<file path="src/rtl/byte_lane_packer_pkg.sv">
// Shared types for the byte lane packer and the downstream 16-bit holding register.
package byte_lane_packer_pkg;

    localparam logic LANE_LO = 1'b0;
    localparam logic LANE_HI = 1'b1;

    typedef struct packed {
        logic [15:0] data;
        logic [1:0]  byte_en;
    } word_t;

    // Byte in the selected lane; the other lane's data and enable are zero.
    function automatic word_t place_byte(input logic [7:0] b, input logic lane);
        word_t w;
        w = '0;
        if (lane == LANE_HI) begin
            w.data[15:8] = b;
            w.byte_en[1] = 1'b1;
        end else begin
            w.data[7:0]  = b;
            w.byte_en[0] = 1'b1;
        end
        return w;
    endfunction

endpackage

</file>
<file path="src/rtl/byte_lane_packer_lane_out_reg.sv">
// Single-entry valid/ready output register: load on emit, hold while stalled,
// drop valid once the word is taken.
module lane_out_reg
    import byte_lane_packer_pkg::*;
(
    input  logic  clk,
    input  logic  rst_n,
    input  logic  i_load,
    input  word_t i_word,
    input  logic  i_ready,
    output logic  o_valid,
    output word_t o_word
);

    logic  r_valid;
    word_t r_word;

    always_ff @(posedge clk) begin
        if (!rst_n) begin
            r_valid <= 1'b0;
            r_word  <= '0;
        end else if (i_load) begin
            r_valid <= 1'b1;
            r_word  <= i_word;
        end else if (i_ready) begin
            r_valid <= 1'b0;
        end
    end

    assign o_valid = r_valid;
    assign o_word  = r_word;

endmodule

</file>
<file path="src/rtl/byte_lane_packer.sv">
// Merges lane-tagged bytes into byte-enabled 16-bit words, emitting on a full
// word, lane collision, last marker or idle timeout.
module byte_lane_packer
    import byte_lane_packer_pkg::*;
#(
    parameter int TIMEOUT = 16
) (
    input  logic        clk,
    input  logic        rst_n,
    input  logic        in_valid,
    output logic        in_ready,
    input  logic [7:0]  in_byte,
    input  logic        in_lane,
    input  logic        in_last,
    output logic        out_valid,
    input  logic        out_ready,
    output logic [15:0] out_data,
    output logic [1:0]  out_byte_en,
    output logic        acc_busy
);

    localparam int CNT_W = (TIMEOUT <= 1) ? 1 : $clog2(TIMEOUT + 1);
    localparam logic [CNT_W-1:0] TO_CNT = CNT_W'(TIMEOUT);

    word_t            r_acc;
    logic             r_flush_pending;
    logic [CNT_W-1:0] r_cnt;

    word_t            w_acc_nxt;
    logic             w_flush_nxt;
    logic [CNT_W-1:0] w_cnt_nxt;
    logic             w_emit;
    word_t            w_emit_word;
    word_t            w_new;
    word_t            w_merged;
    logic             w_slot_free;
    logic             w_accept;
    word_t            w_out_word;

    assign w_slot_free = !out_valid || out_ready;
    assign in_ready    = rst_n && w_slot_free && !r_flush_pending;
    assign w_accept    = in_valid && in_ready;
    assign w_new       = place_byte(in_byte, in_lane);
    assign w_merged    = r_acc | w_new;

    always_comb begin
        w_acc_nxt   = r_acc;
        w_flush_nxt = r_flush_pending;
        w_cnt_nxt   = r_cnt;
        w_emit      = 1'b0;
        w_emit_word = r_acc;
        if (w_accept) begin
            w_cnt_nxt = '0;
            if (r_acc.byte_en[in_lane]) begin
                w_emit      = 1'b1;
                w_emit_word = r_acc;
                w_acc_nxt   = w_new;
                w_flush_nxt = in_last;
            end else if ((w_merged.byte_en == 2'b11) || in_last) begin
                w_emit      = 1'b1;
                w_emit_word = w_merged;
                w_acc_nxt   = '0;
            end else begin
                w_acc_nxt = w_merged;
            end
        end else if (r_flush_pending) begin
            if (w_slot_free) begin
                w_emit      = 1'b1;
                w_acc_nxt   = '0;
                w_flush_nxt = 1'b0;
            end
        end else if ((r_acc.byte_en != 2'b00) && (TIMEOUT > 0)) begin
            // Saturate at the limit so a stalled output still flushes later.
            if (r_cnt == TO_CNT) begin
                if (w_slot_free) begin
                    w_emit    = 1'b1;
                    w_acc_nxt = '0;
                    w_cnt_nxt = '0;
                end
            end else begin
                w_cnt_nxt = r_cnt + CNT_W'(1);
            end
        end else begin
            w_cnt_nxt = '0;
        end
    end

    always_ff @(posedge clk) begin
        if (!rst_n) begin
            r_acc           <= '0;
            r_flush_pending <= 1'b0;
            r_cnt           <= '0;
        end else begin
            r_acc           <= w_acc_nxt;
            r_flush_pending <= w_flush_nxt;
            r_cnt           <= w_cnt_nxt;
        end
    end

    lane_out_reg u_out_reg (
        .clk     (clk),
        .rst_n   (rst_n),
        .i_load  (w_emit),
        .i_word  (w_emit_word),
        .i_ready (out_ready),
        .o_valid (out_valid),
        .o_word  (w_out_word)
    );

    assign out_data    = w_out_word.data;
    assign out_byte_en = w_out_word.byte_en;
    assign acc_busy    = (r_acc.byte_en != 2'b00) || r_flush_pending;

endmodule

</file>
<file path="config.mk">
export PLATFORM = sky130hd
export DESIGN_NAME = byte_lane_packer
export DESIGN_NICKNAME = d
export VERILOG_FILES = /design/src/rtl/byte_lane_packer_pkg.sv /design/src/rtl/byte_lane_packer_lane_out_reg.sv /design/src/rtl/byte_lane_packer.sv
export SDC_FILE = /design/constraint.sdc
export NUM_CORES = 1
export LEC_CHECK = 0
export CAP_MARGIN = 5
export CORE_ASPECT_RATIO = 0.7
export CORE_MARGIN = 3
export CORE_UTILIZATION = 36
export DETAILED_ROUTE_END_ITERATION = 10
export PLACE_DENSITY_LB_ADDON = 0.3
export SLEW_MARGIN = 20
export SYNTH_ARGS = -nofsm -noshare
export SYNTH_HDL_FRONTEND = slang
export SYNTH_SLANG_ARGS = --single-unit
</file>
<file path="constraint.sdc">
create_clock -name clk -period 1.8 [get_ports clk]
set_input_delay 0.27 -clock clk [delete_from_list [all_inputs] [get_ports clk]]
set_output_delay 0.27 -clock clk [all_outputs]
set_load 0.03 [all_outputs]
</file>
# Word level (Yosys, flattened, before mapping)
# Cells that the tools add are included.
# classes
n_eq_ne	4
order_cmp	1
mux	32
addsub	1
n_reduce_logical	15
bitwise	3
# ops
operator	count
two-way mux 18 bit	10
bitwise OR 18 bit	1
two-way mux 1 bit	17
two-way mux 8 bit	2
two-way mux 5 bit	3
nonzero test 3 bit	2
adder 5 x 1 -> 5 bit, second input constant	1
equality test 5 bit, second input constant	1
AND reduction 2 bit	2
nonzero test 2 bit	2
logical AND 1 bit	3
logical OR 1 bit	3
inequality test 3 bit, second input constant	1
equality test 2 bit, second input constant	1
zero test 1 bit	2
less-than comparator 1 x 2 -> 1 bit, second input constant	1
inequality test 2 x 1 -> 1 bit, second input constant	1
inverter 1 bit	2
OR reduction 2 bit	1
# totals
word_cells	63
reg_bits	43

# Logic depth before layout (Yosys ltp)
# depth
depth_word	8
mapped_depth	8
mapped_depth_nobuf	6

# Hierarchy
# A second synthesis with hierarchy kept.
# unflattened
cells_unflattened	192
area_unflattened_um2	1996.9
# modules_own_cells
mod	instances	area_per_inst_um2	cells_per_inst
byte_lane_packer	1	1275.0	132
lane_out_reg	1	721.9	60

# Least setup slack after synthesis
# Ideal clock, no wire load.
# synth_path
path_kind	flip-flop to flip-flop
startpoint	reg r_cnt[0]
endpoint	reg u_out_reg.r_word, in the netlist u_out_reg.o_word[10]
setup_time_ns	0.143
slack_ns	0.029
synth_period_minus_slack_ns	1.771
arrival_ns	1.627
stages_incl_launch_ff	9
path_cell_list	dfxtp_1 > inv_1 > ha_1 > nor4bb_1 > buf_2 > a221o_2 > buf_6 > a21oi_2 > a211oi_2
# synth_between
elab_chain_cells	5
# synth_rtl
element	line_no	source
from (decl)	byte_lane_packer.sv:27	logic [CNT_W-1:0] r_cnt;
from (signal assigned)	byte_lane_packer.sv:96	r_cnt <= w_cnt_nxt;
equality test 5 bit	byte_lane_packer.sv:74	if (r_cnt == TO_CNT) begin
two-way mux 1 bit	byte_lane_packer.sv:74	
two-way mux 1 bit	byte_lane_packer.sv:72	end else if ((r_acc.byte_en != 2'b00) && (TIMEOUT > 0)) begin
two-way mux 1 bit	byte_lane_packer.sv:66	end else if (r_flush_pending) begin
two-way mux 1 bit	byte_lane_packer.sv:52	if (w_accept) begin
to (signal assigned)	byte_lane_packer_lane_out_reg.sv:24	r_word <= i_word;
to (decl)	byte_lane_packer_lane_out_reg.sv:16	word_t r_word;
# No other way between the ends.
# A chain may end at the register's enable or synchronous reset.

# Worst setup path in the final report
# layout_path
startpoint	reg r_acc[1] in the netlist's numbering
endpoint	reg r_acc[14] in the netlist's numbering
# layout_between
elab_chain_cells	6
word_cells_on_any_way	11
cone_classes	eq/ne: 1; mux: 5; bitwise: 1; reduce/logical: 4
# layout_rtl
element	line_no	source
from (decl)	byte_lane_packer.sv:25	word_t r_acc;
from (signal assigned)	byte_lane_packer.sv:94	r_acc <= w_acc_nxt;
bitwise OR 18 bit	byte_lane_packer.sv:44	assign w_merged = r_acc | w_new;
equality test 2 bit	byte_lane_packer.sv:59	end else if ((w_merged.byte_en == 2'b11) || in_last) begin
logical OR 1 bit	byte_lane_packer.sv:59	
two-way mux 18 bit	byte_lane_packer.sv:59	
two-way mux 18 bit	byte_lane_packer.sv:54	if (r_acc.byte_en[in_lane]) begin
two-way mux 18 bit	byte_lane_packer.sv:52	
# Parallel ways exist; a longest one is shown, timed or not. The select of a mux whose other input is x is not followed.

==> reports/metrics.csv <==
metric;value;unit
ys_async_sr_fraction;0;%
pin_count;35;
wl_per_cell;16.2;um
grt_pass1_vias;1836;
die_y;69.6;um
clock-sinks;43;
gp_congestion;0.867;
syn_area;2080;um2
postRouteAntennaNets;0;
min-delay-start;r_acc[16];
fin_cells;349;
timing.hold.worst_endpoint;r_acc[16];
synth_area_leader_cell;dfxtp_1;
antenna_found_initial;0;
min_path_type;flop to flop;
port_buffers;34;
status;finished clean;
multiInputGateArea;1160;um2
synth.area.top_cells;dfxtp_1, a21oi_1, a211oi_2;
synth.distinct_cells;51;
endpoint_kind;flop;
htree_levels;2;
area_delta_synth_final;42.8;%
area.sequential;865;um2
vias;1885;
synthFlopType;dfxtp_1;
fin_skew;0.00879;ns
pre_cts_slack;-0.236;ns
hold_viol_final;0;
cp.arrival;1.95;ns
r2r-start;r_acc[1];
drt-initial-drc-count;84;
clock_latency;0.30;ns
setup_violations;0;
tightest_slew;0.347;ns
holdBufCountCts;0;
slew_viol_final;0;
fillCellCount;515;
grt_overflow_total;0;
cts_buffers;5;
max-cap-violations;0;
syn_avg_cell_area;9.77;um2
nNetsFinal;292;
cp-start-kind;flop;
required;1.98;ns
tritoncts;built;
yosysWarnings;0;
path_class;flop to flop;
root_buffer;clkbuf_8;
coreArea;5420;um2
drc;0;
final_common_cell;dfxtp_1;
grt_use_total;17.1;%
ys_ff_latch;43;
grt_max_degree;24;
vdd_drop_max;0.442;mV
finalCritPeriodShare;98.3;%
power_density;779;nW/um2
postRouteWirelength;5640;um
cp_max_fo;8;
reg2reg_depth;5;
slew_headroom;76.8;%
layout-drive-gt1-share;33.2;%
seq_area_frac_synth;41.3;%
diodes;0;
row_count;22;
synth_edf_count;0;
crit_start;r_acc[1];
netlist_instances;213;
p_leak;1.08;nW
firstDrtPassIters;4;
clkTransAtPathRegs;0.08;ns
dp.cells;339;
dieArea;6750;um2
rsz0062_at_grt;yes;
start_util;38.4;%
vias_per_cell;5.40;
yosysTopAreaCellShare;41.3;%
clockBufferDepth;2;
hpwl;3930;um
fp.dieW;96.9;um
r2r_setup_slack;0.03;ns
period_needed;1.77;ns
r2r_end;r_acc[14];
synthesis.nets;229;
max_freq;565;MHz
hold_path_depth;1;
setup_slack;0.0299;ns
grt_pass1_wl;9460;um
final_cell_mix;dfxtp_1, buf_4, clkdlybuf4s50_1;
-- repair_timing --
item / 4_1_cts / 5_1_grt
pin swaps: 3 / 2
buffers inserted: 2 / 1
endpoints found under the setup margin: 21 / 35
resized for setup: 8 / 12
cloned: 1 / 0
-- registers in the layout, summed over array words and instances, names as in the netlist --
| register | count |
|---|---|
| r_acc | 18 |
| r_cnt | 5 |
| r_flush_pending | 1 |
| u_out_reg.o_valid | 1 |
| u_out_reg.o_word | 18 |
-- worst max-delay path, stage by stage, from the launching register on --
cell and delay [ns]:
dfxtp_1 0.38, buf_4 0.17, or2_2 0.39, a211o_1 0.37
a41oi_1 0.28, a21oi_1 0.06
-- per-stage QoR --
step	total power [mW]	TNS, ns	instance area (um2)	hold slack (ns)	util [%]
floorplan	1.26	0	2080	0.403	-
global placement	1.44	-3.15	2740	0.448	50.6
detailed placement	1.44	-5.03	2740	0.456	50.6
CTS	2.33	0	2930	0.476	54.0
global route	2.40	-0.0311	2970	0.506	54.8
finish	2.32	0	2970	0.471	54.8
-- worst max path at each step --
stage | end
after floorplan | u_out_reg.o_word[10]
after global placement | u_out_reg.o_word[15]
after detailed placement | u_out_reg.o_word[13]
after CTS | acc_busy
after global routing | u_out_reg.o_word[17]
final | r_acc[14]
-- cell type report --
cell class                      instances  area share, %
Clock buffer                            6           2.44
Clock inverter                          2           2.02
Inverter                                6          0.757
Multi-Input combinational cell        147           39.0
Sequential cell                        43           29.1
Tap cell                               72           3.03
Timing Repair Buffer                   73           23.6
-- cell families (layout without fill, tap and decap cells) --
logic type | count (synthesis) | after routing | synth area share [%]
xor gates and xnor gates | 4 | 4 | 1.68
adders and majority gates | 2 | 2 | 1.20
AOI/OAI and AO/OA | 96 | 96 | 35.7
buffers and inverters | 23 | 87 | 5.65
and+or+nand+nor | 43 | 43 | 13.4
DFF | 43 | 43 | 41.3
muxes | 2 | 2 | 1.02
-- synthesized netlist by cell type (all sizes together) (4+ instances only) --
cell,number
a211oi,17
a21oi,41
a22o,8
a32o,4
a41oi,5
and3,6
buf,10
clkbuf,7
dfxtp,43
inv,6
nand3,6
nor2,9
nor3,6
o21ai,8
-- power breakdown --
group          total, mW  leakage, nW  switching [mW]  internal (mW)
logic              0.425        0.667           0.225          0.200
registers           1.01        0.351          0.0242          0.987
clock network      0.881       0.0654           0.327          0.555
-- metal layers --
metal / GRT usage [%] / wire length, um / share of wire, %
met1: 25.5 / 2960 / 52
met2: 25.2 / 2360 / 42
met3: 3.82 / 280 / 5.0
met4: 3.74 / 44 / 0.78
met5: 0 / 0 / 0
No activity file was read; power rests on OpenSTA's default activity.
